<file path="src/rtl/serial_adder_if.sv">
// Operand/result handshake bundle for serial_adder.
// The producer/consumer side uses master; the adder itself uses slave.
interface serial_adder_if #(
    parameter int unsigned WIDTH = 8
) ();
    logic             in_valid;
    logic             in_ready;
    logic [WIDTH-1:0] a;
    logic [WIDTH-1:0] b;
    logic             sub;
    logic             out_valid;
    logic             out_ready;
    logic [WIDTH-1:0] sum;
    logic             cout;
    logic             ovf;
    logic             busy;

    modport master (
        output in_valid, a, b, sub, out_ready,
        input  in_ready, out_valid, sum, cout, ovf, busy
    );

    modport slave (
        input  in_valid, a, b, sub, out_ready,
        output in_ready, out_valid, sum, cout, ovf, busy
    );
endinterface

</file>
<file path="src/rtl/serial_adder.sv">
// Bit-serial add/subtract: one full-adder slice with a registered carry, LSB first,
// one bit per clock, with the result held on a valid/ready output handshake.
module serial_adder #(
    parameter int unsigned WIDTH = 8
) (
    input logic            clk,
    input logic            rst_n,
    serial_adder_if.slave  bus
);
    localparam int unsigned CntW = $clog2(WIDTH + 1);
    localparam logic [CntW-1:0] LastCnt = CntW'(WIDTH - 1);

    typedef enum logic [1:0] {StIdle, StRun, StDone} state_e;

    state_e           state_q, state_d;
    logic [CntW-1:0]  cnt_q, cnt_d;
    logic [WIDTH-1:0] a_sh_q, a_sh_d;
    logic [WIDTH-1:0] b_sh_q, b_sh_d;
    logic [WIDTH-1:0] sum_q, sum_d;
    logic             carry_q, carry_d;
    logic             cout_q, cout_d;
    logic             ovf_q, ovf_d;

    logic x, y, s, c_next;

    assign x      = a_sh_q[0];
    assign y      = b_sh_q[0];
    assign s      = x ^ y ^ carry_q;
    assign c_next = (x & y) | (carry_q & (x ^ y));

    always_comb begin
        state_d = state_q;
        cnt_d   = cnt_q;
        a_sh_d  = a_sh_q;
        b_sh_d  = b_sh_q;
        sum_d   = sum_q;
        carry_d = carry_q;
        cout_d  = cout_q;
        ovf_d   = ovf_q;
        unique case (state_q)
            StIdle: begin
                if (bus.in_valid) begin
                    // Subtraction is a + ~b + 1; the +1 enters as the initial carry.
                    a_sh_d  = bus.a;
                    b_sh_d  = bus.sub ? ~bus.b : bus.b;
                    carry_d = bus.sub;
                    cnt_d   = '0;
                    state_d = StRun;
                end
            end
            StRun: begin
                a_sh_d            = a_sh_q >> 1;
                b_sh_d            = b_sh_q >> 1;
                sum_d             = sum_q >> 1;
                sum_d[WIDTH-1]    = s;
                carry_d           = c_next;
                cnt_d             = cnt_q + 1'b1;
                if (cnt_q == LastCnt) begin
                    // carry_q here is the carry into the MSB slice
                    cout_d  = c_next;
                    ovf_d   = carry_q ^ c_next;
                    state_d = StDone;
                end
            end
            StDone: begin
                if (bus.out_ready) begin
                    state_d = StIdle;
                end
            end
            default: state_d = StIdle;
        endcase
    end

    always_ff @(posedge clk or negedge rst_n) begin
        if (!rst_n) begin
            state_q <= StIdle;
            cnt_q   <= '0;
            a_sh_q  <= '0;
            b_sh_q  <= '0;
            sum_q   <= '0;
            carry_q <= 1'b0;
            cout_q  <= 1'b0;
            ovf_q   <= 1'b0;
        end else begin
            state_q <= state_d;
            cnt_q   <= cnt_d;
            a_sh_q  <= a_sh_d;
            b_sh_q  <= b_sh_d;
            sum_q   <= sum_d;
            carry_q <= carry_d;
            cout_q  <= cout_d;
            ovf_q   <= ovf_d;
        end
    end

    assign bus.in_ready  = (state_q == StIdle);
    assign bus.out_valid = (state_q == StDone);
    assign bus.busy      = (state_q != StIdle);
    assign bus.sum       = sum_q;
    assign bus.cout      = cout_q;
    assign bus.ovf       = ovf_q;
endmodule

</file>
<file path="src/flat_wrapper.sv">
// flat-port wrapper written by rule: the top's interface ports become plain ports
module serial_adder_flat 
#(
    parameter int unsigned WIDTH = 8
)
  (clk, rst_n, bus_in_valid, bus_a, bus_b, bus_sub, bus_out_ready, bus_in_ready, bus_out_valid, bus_sum, bus_cout, bus_ovf, bus_busy);
  serial_adder_if #(.WIDTH(WIDTH)) bus_i ();
  input logic clk;
  input logic rst_n;
  input wire logic [$bits(bus_i.in_valid)-1:0] bus_in_valid;
  input wire logic [$bits(bus_i.a)-1:0] bus_a;
  input wire logic [$bits(bus_i.b)-1:0] bus_b;
  input wire logic [$bits(bus_i.sub)-1:0] bus_sub;
  input wire logic [$bits(bus_i.out_ready)-1:0] bus_out_ready;
  output wire logic [$bits(bus_i.in_ready)-1:0] bus_in_ready;
  output wire logic [$bits(bus_i.out_valid)-1:0] bus_out_valid;
  output wire logic [$bits(bus_i.sum)-1:0] bus_sum;
  output wire logic [$bits(bus_i.cout)-1:0] bus_cout;
  output wire logic [$bits(bus_i.ovf)-1:0] bus_ovf;
  output wire logic [$bits(bus_i.busy)-1:0] bus_busy;
  assign bus_i.in_valid = bus_in_valid;
  assign bus_i.a = bus_a;
  assign bus_i.b = bus_b;
  assign bus_i.sub = bus_sub;
  assign bus_i.out_ready = bus_out_ready;
  assign bus_in_ready = bus_i.in_ready;
  assign bus_out_valid = bus_i.out_valid;
  assign bus_sum = bus_i.sum;
  assign bus_cout = bus_i.cout;
  assign bus_ovf = bus_i.ovf;
  assign bus_busy = bus_i.busy;
  serial_adder #(.WIDTH(WIDTH)) u_core (.clk(clk), .rst_n(rst_n), .bus(bus_i));
endmodule
</file>
<file path="config.mk">
export PLATFORM = sky130hd
export DESIGN_NAME = serial_adder_flat
export DESIGN_NICKNAME = d
export VERILOG_FILES = /design/src/rtl/serial_adder_if.sv /design/src/rtl/serial_adder.sv /design/src/flat_wrapper.sv
export SDC_FILE = /design/constraint.sdc
export NUM_CORES = 1
export LEC_CHECK = 0
export ABC_AREA = 1
export CORE_MARGIN = 8
export CORE_UTILIZATION = 50
export DETAILED_ROUTE_END_ITERATION = 7
export GPL_TIMING_DRIVEN = 1
export PLACE_DENSITY = 0.79
export SETUP_SLACK_MARGIN = 0.05
export SLEW_MARGIN = 30
export SYNTH_ARGS = -nofsm -noshare
export SYNTH_HDL_FRONTEND = slang
export SYNTH_SLANG_ARGS = --single-unit
</file>
<file path="constraint.sdc">
create_clock -name clk -period 1.8 [get_ports clk]
set_input_delay 0.36 -clock clk [delete_from_list [all_inputs] [get_ports clk]]
set_output_delay 0.36 -clock clk [all_outputs]
set_load 0.02 [all_outputs]
</file>
After elaboration in Yosys (flattened, before gate mapping)
Index checks and enable logic that the tools add are counted.
Storage, ports and cells
  flip-flop bits (word level): 33
  bits of input ports: 21
  output and inout bits: 13
  word-level logic and storage cells: 41
Operators by class
  add/sub/neg operators: 1
  equal/unequal tests: 6
  mux-type cells: 13
  bitwise gates (word level): 7
  reductions and logical operators: 6
Operators by type and width (number)
  8-bit one-hot mux with 2 select lines: 2
  8-bit 2-to-1 mux: 3
  8-bit inverter: 1
  4-bit one-hot mux with 2 select lines: 1
  2-bit 2-to-1 mux: 3
  2-bit one-hot mux with 3 select lines: 1
  4-bit by 1-bit adder with 4-bit output (second input constant): 1
  4-bit by 3-bit equality test with 1-bit output (second input constant): 1
  4-bit 2-to-1 mux: 1
  2-bit != test (second input constant): 2
  2-bit AND reduction: 2
  2-bit nonzero test: 2
  3-bit AND reduction: 1
  1-bit XOR: 3
  1-bit bitwise AND: 2
  2-bit by 1-bit equality test with 1-bit output (second input constant): 1
  2-bit equality test (second input constant): 1
  2-bit zero test: 1
  2-bit by 1-bit != test with 1-bit output (second input constant): 1
  1-bit one-hot mux with 2 select lines: 1
  1-bit 2-to-1 mux: 1
  1-bit OR: 1

Depth between registers and ports, before layout
Gate-level depths: netlist of the first run.
  depth in word-level cells: 4
  mapped depth: 6
  depth with buffers taken out: 6

Least setup slack after synthesis of the first run
No wires, ideal clock.
  kind: register to output
  start point: reg u_core.state_q[0]
  end point: out bus_busy
  arrival: 0.922 ns
  required time: 1.440 ns
  setup slack: 0.518 ns
  stages on the path, launching flop included: 4
  buffers on the path: 1
  cells stage by stage: dfrtp_1 nor2_1 buf_2 inv_1
Between the ends
  word-level cells in the longest chain between the ends: 1
RTL lines
  from (decl): RTL line serial_adder.sv:15  | state_e state_q, state_d;
  from (signal assigned): RTL line serial_adder.sv:76  | state_q <= StIdle;
  from (signal assigned): RTL line serial_adder.sv:85  | state_q <= state_d;
  2-bit nonzero test: RTL line serial_adder.sv:98  | assign bus.busy = (state_q != StIdle);
  to (decl): RTL line flat_wrapper.sv:20  | output wire logic [$bits(bus_i.busy)-1:0] bus_busy;
Every way passes these cells.

Worst setup path after layout of the first run
Ends and elaborated chain as after synthesis.

==> results of run 1 <==
==> path summary, 6_finish.rpt <==
path / slack (ns) / startpoint / endpoint
min: 0.40 / rst_n / u_core.cnt_q[1]
max: 0.11 / u_core.state_q[0] / bus_busy
max in group asynchronous: 1.09 / rst_n / u_core.b_sh_q[2]
min in group clk: 0.49 / u_core.b_sh_q[2] / u_core.b_sh_q[1]
min reg2reg: 0.49 / u_core.b_sh_q[2] / u_core.b_sh_q[1]
max reg2reg: 0.41 / u_core.state_q[0] / u_core.b_sh_q[5]
==> sequential cells by signal (all words and copies together) (netlist names) <==
| signal | flops |
|---|---|
| u_core.state_q | 2 |
| u_core.bus.ovf | 1 |
| u_core.cnt_q | 4 |
| u_core.a_sh_q | 8 |
| u_core.bus.cout | 1 |
| u_core.bus.sum | 8 |
| u_core.carry_q | 1 |
| u_core.b_sh_q | 8 |
==> logic make-up after synthesis <==
kind of cell    after synthesis
simple gates                127
flops                        33
buf+inv                      26
compound gates               11
xor+xnor                      2
fa+ha+maj                     2
==> power groups by stage <==
stage / clock network [W] / registers [W] / logic, W
2_1_floorplan: 0 / 0.00134 / 0.000762
3_3_place_gp: 0 / 0.00126 / 0.00130
3_5_place_dp: 0 / 0.00126 / 0.00133
4_1_cts: 0.000585 / 0.00126 / 0.00132
5_1_grt: 0.000609 / 0.00130 / 0.00146
6_report: 0.000571 / 0.00126 / 0.00130
==> cell usage after synthesis (all sizes together) <==
library cell	count
nand2	73
nand3	47
dfrtp	33
inv	16
buf	10
o21ai	10
nor2	6
fa	1
ha	1
nand4	1
o31ai	1
xnor2	1
xor2	1
==> critical path: stages, from the launching register on <==
cell and delay (ns):
dfrtp_1 0.44, nor2_1 0.20, inv_1 0.05, dlygate4sd2_1 0.32
==> metrics by stage <==
stage | utilization (%) | worst slack (ns) | instance area, µm² | total power, W
floorplan | - | 0.518 | 1600 | 0.00211
global placement | 65.1 | 0.176 | 1990 | 0.00255
detailed placement | 65.1 | 0.150 | 1990 | 0.00259
CTS | 67.7 | 0.0673 | 2070 | 0.00316
global route | 68.0 | 0.0275 | 2070 | 0.00337
finish | 68.0 | 0.110 | 2070 | 0.00313
==> layer usage <==
metal	GRT usage (%)	share of wire (%)	routed length [µm]	vias up
li1	-	-	-	724
met5	0	0	0	-
met3	3.72	4.7	163	12
met4	7.33	2.9	102	0
met1	17.9	45	1570	706
met2	22.4	47	1660	42
==> timing repair <==
action | 4_1_cts | 5_1_grt
resized for setup | 3 | 3
setup endpoints to repair | 3 | 5
hold buffers | 0 | 0
pin swaps | 0 | 0
==> area by class of cell <==
class | count | area [µm²] | area share, %
Clock buffer | 7 | 55.1 | 2.65
Clock inverter | 1 | 30.0 | 1.45
Inverter | 16 | 60.1 | 2.90
Multi-Input combinational cell | 142 | 656 | 31.6
Sequential cell | 33 | 826 | 39.8
Tap cell | 44 | 55.1 | 2.65
Timing Repair Buffer | 41 | 393 | 18.9
==> run summary, run 1 <==
Clk network pwr share = 18.2%
CTS max path bufs = 2
Syn avg cell area = 7.94 µm²
Clk Latency, worst-skew pair = 0.34 ns
First-pass GRT wire length = 5960 µm
Layout cells sized above 1 = 7.50%
Vias per inst = 5.23
Die X = 72.5 µm
WP data required = 1.44 ns
Kind of end point of the critical path = output pin
Die Span Y = 72.5 µm
Most common cell after layout, fill and taps aside = nand2_1
DR WL/cell = 12.3 µm
Layout net count = 262
GP Congestion = 0.778
Seq/Total Area, Yosys = 51.7%
Fin. Hold Viols = 0
CTS tree = done
Psw = 0.00122 W
Worst reg2reg path depth = 6
Largest net degree at the start of global routing = 34
Worst Path Arrival = 1.33 ns
Post-synthesis mux area share = 0%
Die area = 5260 µm²
Int Power = 0.00191 W
Post-DP HPWL = 2440 µm
IO Count = 34
Total of max-cap violations = 0
Worst Skew = 0.0113 ns
Leak Pwr = 1.07 nW
Detailed Route Iter0 Violations = 127
Power share of the combinational group = 41.6%
Peak VDD IR = 0.000742 V
Setup TNS = 0 ns
Fillers = 270
Layout Cells excl Fill = 284
H-tree depth = 2
Post-Synth Adder-Cell Area = 2.04%
Core box area = 3050 µm²
Global route overflow = 0
Root Driver = clkbuf_4
Number of global-route vias before repair = 1355
Fin. max-slew vios = 0
Global Route Usage Sum = 14.4%
Row cnt = 20
Setup-failing EPs final = 0
Netlist area before placement = 1600 µm²
Top-area cell type share of the netlist area = 51.7%
Placed insts = 276
Critical Path Source Type = flop
Min-Delay Path Class = input pin to asynchronous set/reset pin
Fin Hold WS = 0.404 ns
Fin crit share = 93.9%
Simple-Gate Fraction of Synth Area = 34.3%
Yosys warning total = 0
Num CTS Buffers = 5
Number of port buffers = 33
Clock Sinks = 33
FMAX = 0.592 GHz
Slew HR = 63.1%
Initial antenna violation count = 0
Post-Route WL = 3500 µm
DRC viols = 0
PwrDens = 1510 nW/µm²
Post-synthesis compound-gate area fraction = 3.61%
Synth area leader = dfrtp_1
N_diodes = 0
Largest family of logic cells by synthesized area = simple AND/OR/NAND/NOR gates
Commonest non-fill, non-tap cells in the layout = nand2_1, nand3_1, dfrtp_1
Post-CTS setup repair buffer count = 0
Final min period = 1.69 ns
Measured slew at the worst slew-check pin = 0.551 ns
Synth Area in XOR/XNOR = 1.10%
Drt pass-1 iters = 4
RSZ-0062 raised after global routing = yes
Routed Antenna Nets = 0
Critical-path maximum fanout = 5
Routed vias = 1484
Reg power frac = 40.1%
Area growth syn-to-layout = 29.9%
Status = finished, final reports clean
Synth unique cells = 18
Switch share = 38.9%
Cell count after synthesis = 201
Clock transition at path regs = 0.10 ns
Largest cells by area after synthesis = dfrtp_1, nand2_1, nand3_1
Syn Nets = 224
FF+latch count, synth = 33
Crit Path Class = flop to output pin
Initial Utilization = 52.3%
Power figures use the tool's default switching activity.
==> inputs of run 2 (changes only) <==
--- a/config.mk
+++ b/config.mk
@@ -7,10 +7,11 @@
 export LEC_CHECK = 0
 export ABC_AREA = 1
 export CORE_MARGIN = 8
-export CORE_UTILIZATION = 50
+export CORE_UTILIZATION = 61
 export DETAILED_ROUTE_END_ITERATION = 7
+export DONT_BUFFER_PORTS = 1
 export GPL_TIMING_DRIVEN = 1
-export PLACE_DENSITY = 0.79
+export PLACE_DENSITY = 0.77
 export SETUP_SLACK_MARGIN = 0.05
 export SLEW_MARGIN = 30
 export SYNTH_ARGS = -nofsm -noshare
==> run summary, run 2 (synthesized netlist as in run 1, its figures left out) <==
Kind of cell adding the most delay to the critical path = flip-flops
WP data required = 1.44 ns
Die Span Y = 67.2 µm
H-tree depth = 2
Global route overflow = 0
Clk network pwr share = 22.7%
Global Route Usage Sum = 16.9%
Status = finished, final reports clean
Clock Sinks = 33
CP cell instances = nor2_1 > buf_4
Reg power frac = 46.0%
Measured slew at the worst slew-check pin = 0.546 ns
Die area = 4510 µm²
Critical-path maximum fanout = 9
DR WL/cell = 14.9 µm
Layout net count = 227
Vias per inst = 5.66
Fin. max-slew vios = 0
DRC viols = 0
Min-Delay Path Class = input pin to flop
Area growth syn-to-layout = 9.09%
Total of max-cap violations = 0
Leak Pwr = 0.918 nW
Slew HR = 63.5%
Initial Utilization = 64.4%
Crit Path Class = flop to output pin
CTS max path bufs = 2
Worst r2r src = u_core.state_q[1]
Commonest non-fill, non-tap cells in the layout = nand2_1, nand3_1, dfrtp_1
Setup TNS = 0 ns
Worst Skew = 0.00807 ns
Kind of end point of the critical path = output pin
Worst Path Arrival = 1.25 ns
PwrDens = 1740 nW/µm²
Switch share = 40.5%
Layout cells sized above 1 = 7.80%
Die X = 67.2 µm
Largest net degree at the start of global routing = 34
GP Congestion = 0.775
Initial antenna violation count = 0
Peak VDD IR = 0.00128 V
Final min period = 1.61 ns
IO Count = 34
Clock transition at path regs = 0.11 ns
Fin crit share = 89.3%
HP Start = bus_out_ready
Core box area = 2480 µm²
Int Power = 0.00181 W
Hold_buf cts = 2
Routed vias = 1330
Area of placed instances = 1610 µm²
Fin. Hold Viols = 0
Row cnt = 18
Slowest cell on the critical path = dfrtp_1
Detailed Route Iter0 Violations = 133
Design Area, Final = 1740 µm²
First-pass GRT wire length = 5980 µm
Power share of the combinational group = 31.3%
Post-Route WL = 3510 µm
Setup crit start = u_core.state_q[0]
N_diodes = 0
Num CTS Buffers = 5
RSZ-0062 raised after global routing = no
Psw = 0.00123 W
Clk Latency, worst-skew pair = 0.33 ns
Routed Antenna Nets = 0
CTS tree = done
Post-DP HPWL = 2540 µm
Slowest stage delay, CP = 0.45 ns
Setup-failing EPs final = 0
Root Driver = clkbuf_4
Buffers & Inverters on Critical Path = 1
Number of global-route vias before repair = 1356
Critical Path Source Type = flop
Most common cell after layout, fill and taps aside = nand2_1
Post-CTS setup repair buffer count = 0
Drt pass-1 iters = 4
Post-cts resize count = 0
FMAX = 0.622 GHz
Number of port buffers = 0
==> run 2: changes by cell type in the layout (fill, tap and decap cells not counted), sizes merged <==
| cell | change |
|---|---|
| bufinv | +1 |
| dlymetal6s2s | -2 |
| clkdlybuf4s15 | -1 |
| clkinv | +1 |
| clkbuf | -2 |
| dlygate4sd2 | -2 |
| dlygate4sd3 | +1 |
| clkdlybuf4s50 | -28 |
| buf | -3 |
==> run 2: area by class of cell <==
cell class / count / area, µm²
clock buffers: 5 / 37.5
clock inverters: 3 / 65.1
fillers: 204 / 736
inverters: 16 / 60.1
multi-input cells: 142 / 656
flip-flops and latches: 33 / 826
well taps: 30 / 37.5
repair buffers: 6 / 60.1
==> run 2: metal layers <==
layer  GRT usage (%)  wire [µm]
met2            27.5       1690
met1            19.0       1480
met4            8.09         62
met5               0          0
met3            6.95        280
==> run 2: metrics by stage <==
stage | power (W) | instances | util [%] | hold WS [ns] | setup slack (ns)
finish | 0.00303 | 235 | 70.3 | 0.121 | 0.192
global route | 0.00325 | 235 | 70.3 | 0.116 | 0.0958
CTS | 0.00306 | 235 | 70.3 | 0.117 | 0.200
detailed placement | 0.00235 | 225 | 64.9 | 0.0656 | 0.465
global placement | 0.00226 | 225 | 64.9 | 0.0654 | 0.526
floorplan | 0.00211 | 201 | - | 0.0644 | 0.518
==> run 2: final timing paths <==
| path | endpoint | slack, ns | depth (start not counted) |
|---|---|---|---|
| min in group asynchronous | u_core.bus.sum[3] | 0.47 | 2 |
| setup reg to reg | u_core.bus.ovf | 0.43 | 5 |
| hold reg to reg | u_core.b_sh_q[5] | 0.49 | 2 |
| setup / recovery | bus_in_ready | 0.19 | 2 |
| hold / removal | u_core.state_q[1] | 0.12 | 1 |
| max in group asynchronous | u_core.a_sh_q[5] | 1.16 | 2 |
==> run 2: power by group through the flow <==
stage | combinational [W] | clock, W | sequential, W
after global routing | 0.00109 | 0.000729 | 0.00144
after floorplan | 0.000762 | 0 | 0.00134
after CTS | 0.000957 | 0.000703 | 0.00140
final | 0.000949 | 0.000687 | 0.00140
after detailed placement | 0.000932 | 0 | 0.00141
after global placement | 0.000868 | 0 | 0.00139
==> inputs of run 3 (changes only) <==
--- a/config.mk
+++ b/config.mk
@@ -6,8 +6,10 @@
 export NUM_CORES = 1
 export LEC_CHECK = 0
 export ABC_AREA = 1
+export CORE_ASPECT_RATIO = 0.6
 export CORE_MARGIN = 8
 export CORE_UTILIZATION = 61
+export CTS_CLUSTER_DIAMETER = 30
 export DETAILED_ROUTE_END_ITERATION = 7
 export DONT_BUFFER_PORTS = 1
 export GPL_TIMING_DRIVEN = 1
==> run summary, run 3 (synthesized netlist as in run 1, its figures left out) <==
Status = finished, final reports clean
Setup-failing EPs final = 0
Crit Path Class = flop to output pin
Die Span Y = 55.6 µm
Area of placed instances = 1620 µm²
Detailed Route Iter0 Violations = 139
Slew HR = 62.7%
PwrDens = 1750 nW/µm²
Met1 Routed Length = 1500 µm
Layout net count = 228
DRC viols = 0
GP Congestion = 0.821
Fin. max-slew vios = 0
Design Area, Final = 1770 µm²
Clk Latency, worst-skew pair = 0.28 ns
Global route overflow = 0
Area growth syn-to-layout = 10.6%
Psw = 0.00126 W
Post-DP HPWL = 2570 µm
Most common cell after layout, fill and taps aside = nand2_1
Worst Hold Path Cells = 1
Critical-path maximum fanout = 8
Worst Skew = 0.00456 ns
Worst Path Arrival = 1.24 ns
Commonest non-fill, non-tap cells in the layout = nand2_1, nand3_1, dfrtp_1
First-pass GRT wire length = 6340 µm
Vias per inst = 5.82
CTS tree = done
WL met2 = 1770 µm
Root Driver = clkbuf_8
N_diodes = 0
Switch share = 40.8%
FMAX = 0.624 GHz
Die area = 4560 µm²
DR WL/cell = 15.7 µm
Setup TNS = 0 ns
Post-Route WL = 3740 µm
Layout cells sized above 1 = 7.77%
Hold_buf cts = 2
H-tree depth = 2
Power share of the combinational group = 31.3%
Routed Antenna Nets = 0
Die X = 82.0 µm
Row cnt = 14
Final min period = 1.60 ns
Worst reg2reg path depth = 5
Min-Delay Path Class = input pin to flop
Global Route Usage Sum = 17.5%
Peak VDD IR = 0.000966 V
Routed vias = 1386
Top Metal Used = met4
Number of port buffers = 0
Initial antenna violation count = 0
Clock Sinks = 33
Measured slew at the worst slew-check pin = 0.558 ns
Num CTS Buffers = 5
Leak Pwr = 0.926 nW
RSZ-0062 raised after global routing = no
Number of global-route vias before repair = 1284
Critical Path Source Type = flop
Metal3 WL = 433 µm
Clock transition at path regs = 0.06 ns
Fin. Hold Viols = 0
Kind of end point of the critical path = output pin
Clk network pwr share = 22.8%
Post-cts resize count = 0
Total of max-cap violations = 0
Largest net degree at the start of global routing = 34
WP data required = 1.44 ns
Reg power frac = 45.9%
Post-CTS setup repair buffer count = 0
CTS max path bufs = 2
Int Power = 0.00183 W
Fin crit share = 89.1%
Drt pass-1 iters = 4
Core box area = 2490 µm²
IO Count = 34
Initial Utilization = 64.2%
-- run 3: changes by cell type in the layout (fill, tap and decap cells not counted) --
cell and change:
clkbuf_4 -5, clkbuf_1 +1, buf_4 +1, clkbuf_8 +6, bufinv_16 -1, clkinv_2 -1
-- run 3: through the flow --
stage          hold slack [ns]  power, W  util [%]  cells  worst slack (ns)
2_1_floorplan           0.0644   0.00211         -    201             0.518
3_3_place_gp            0.0652   0.00227      65.1    228             0.513
3_5_place_dp            0.0653   0.00234      65.1    228             0.435
4_1_cts                  0.175   0.00307      71.0    238             0.200
5_1_grt                  0.176   0.00328      71.0    238             0.143
6_report                 0.182   0.00309      71.0    238             0.197
-- run 3: final timing paths --
kind,startpoint,slack [ns],end
worst max-delay path,u_core.state_q[0],0.20,bus_in_ready
worst min-delay path,bus_out_ready,0.18,u_core.state_q[1]
worst max register to register,u_core.state_q[1],0.38,u_core.bus.cout
worst min register to register,u_core.b_sh_q[6],0.50,u_core.b_sh_q[5]
max in group asynchronous,rst_n,1.09,u_core.carry_q
min in group asynchronous,rst_n,0.54,u_core.bus.sum[7]
-- run 3: layer usage --
| layer | vias to the layer above | track usage [%] |
|---|---|---|
| met5 | - | 0 |
| li1 | 652 | - |
| met2 | 68 | 26.0 |
| met1 | 660 | 23.2 |
| met3 | 6 | 6.61 |
| met4 | 0 | 4.48 |
-- run 3: final cells by class --
type | count | area, µm²
Clock inverter | 1 | 30.0
Sequential cell | 33 | 826
Inverter | 16 | 60.1
Tap cell | 32 | 40.0
Fill cell | 193 | 722
Multi-Input combinational cell | 142 | 656
Clock buffer | 7 | 86.3
Timing Repair Buffer | 7 | 67.6
-- run 3: power by group through the flow --
stage | sequential (W) | clock, W | combinational (W)
after floorplan | 0.00134 | 0 | 0.000762
after global placement | 0.00140 | 0 | 0.000874
after detailed placement | 0.00142 | 0 | 0.000920
after CTS | 0.00141 | 0.000716 | 0.000944
after global routing | 0.00145 | 0.000746 | 0.00108
final | 0.00142 | 0.000705 | 0.000967
-- run 3: critical path, cell delays in order (launching register included) --
cell and delay (ns):
dfrtp_1 0.43, nor2_1 0.28, buf_4 0.25
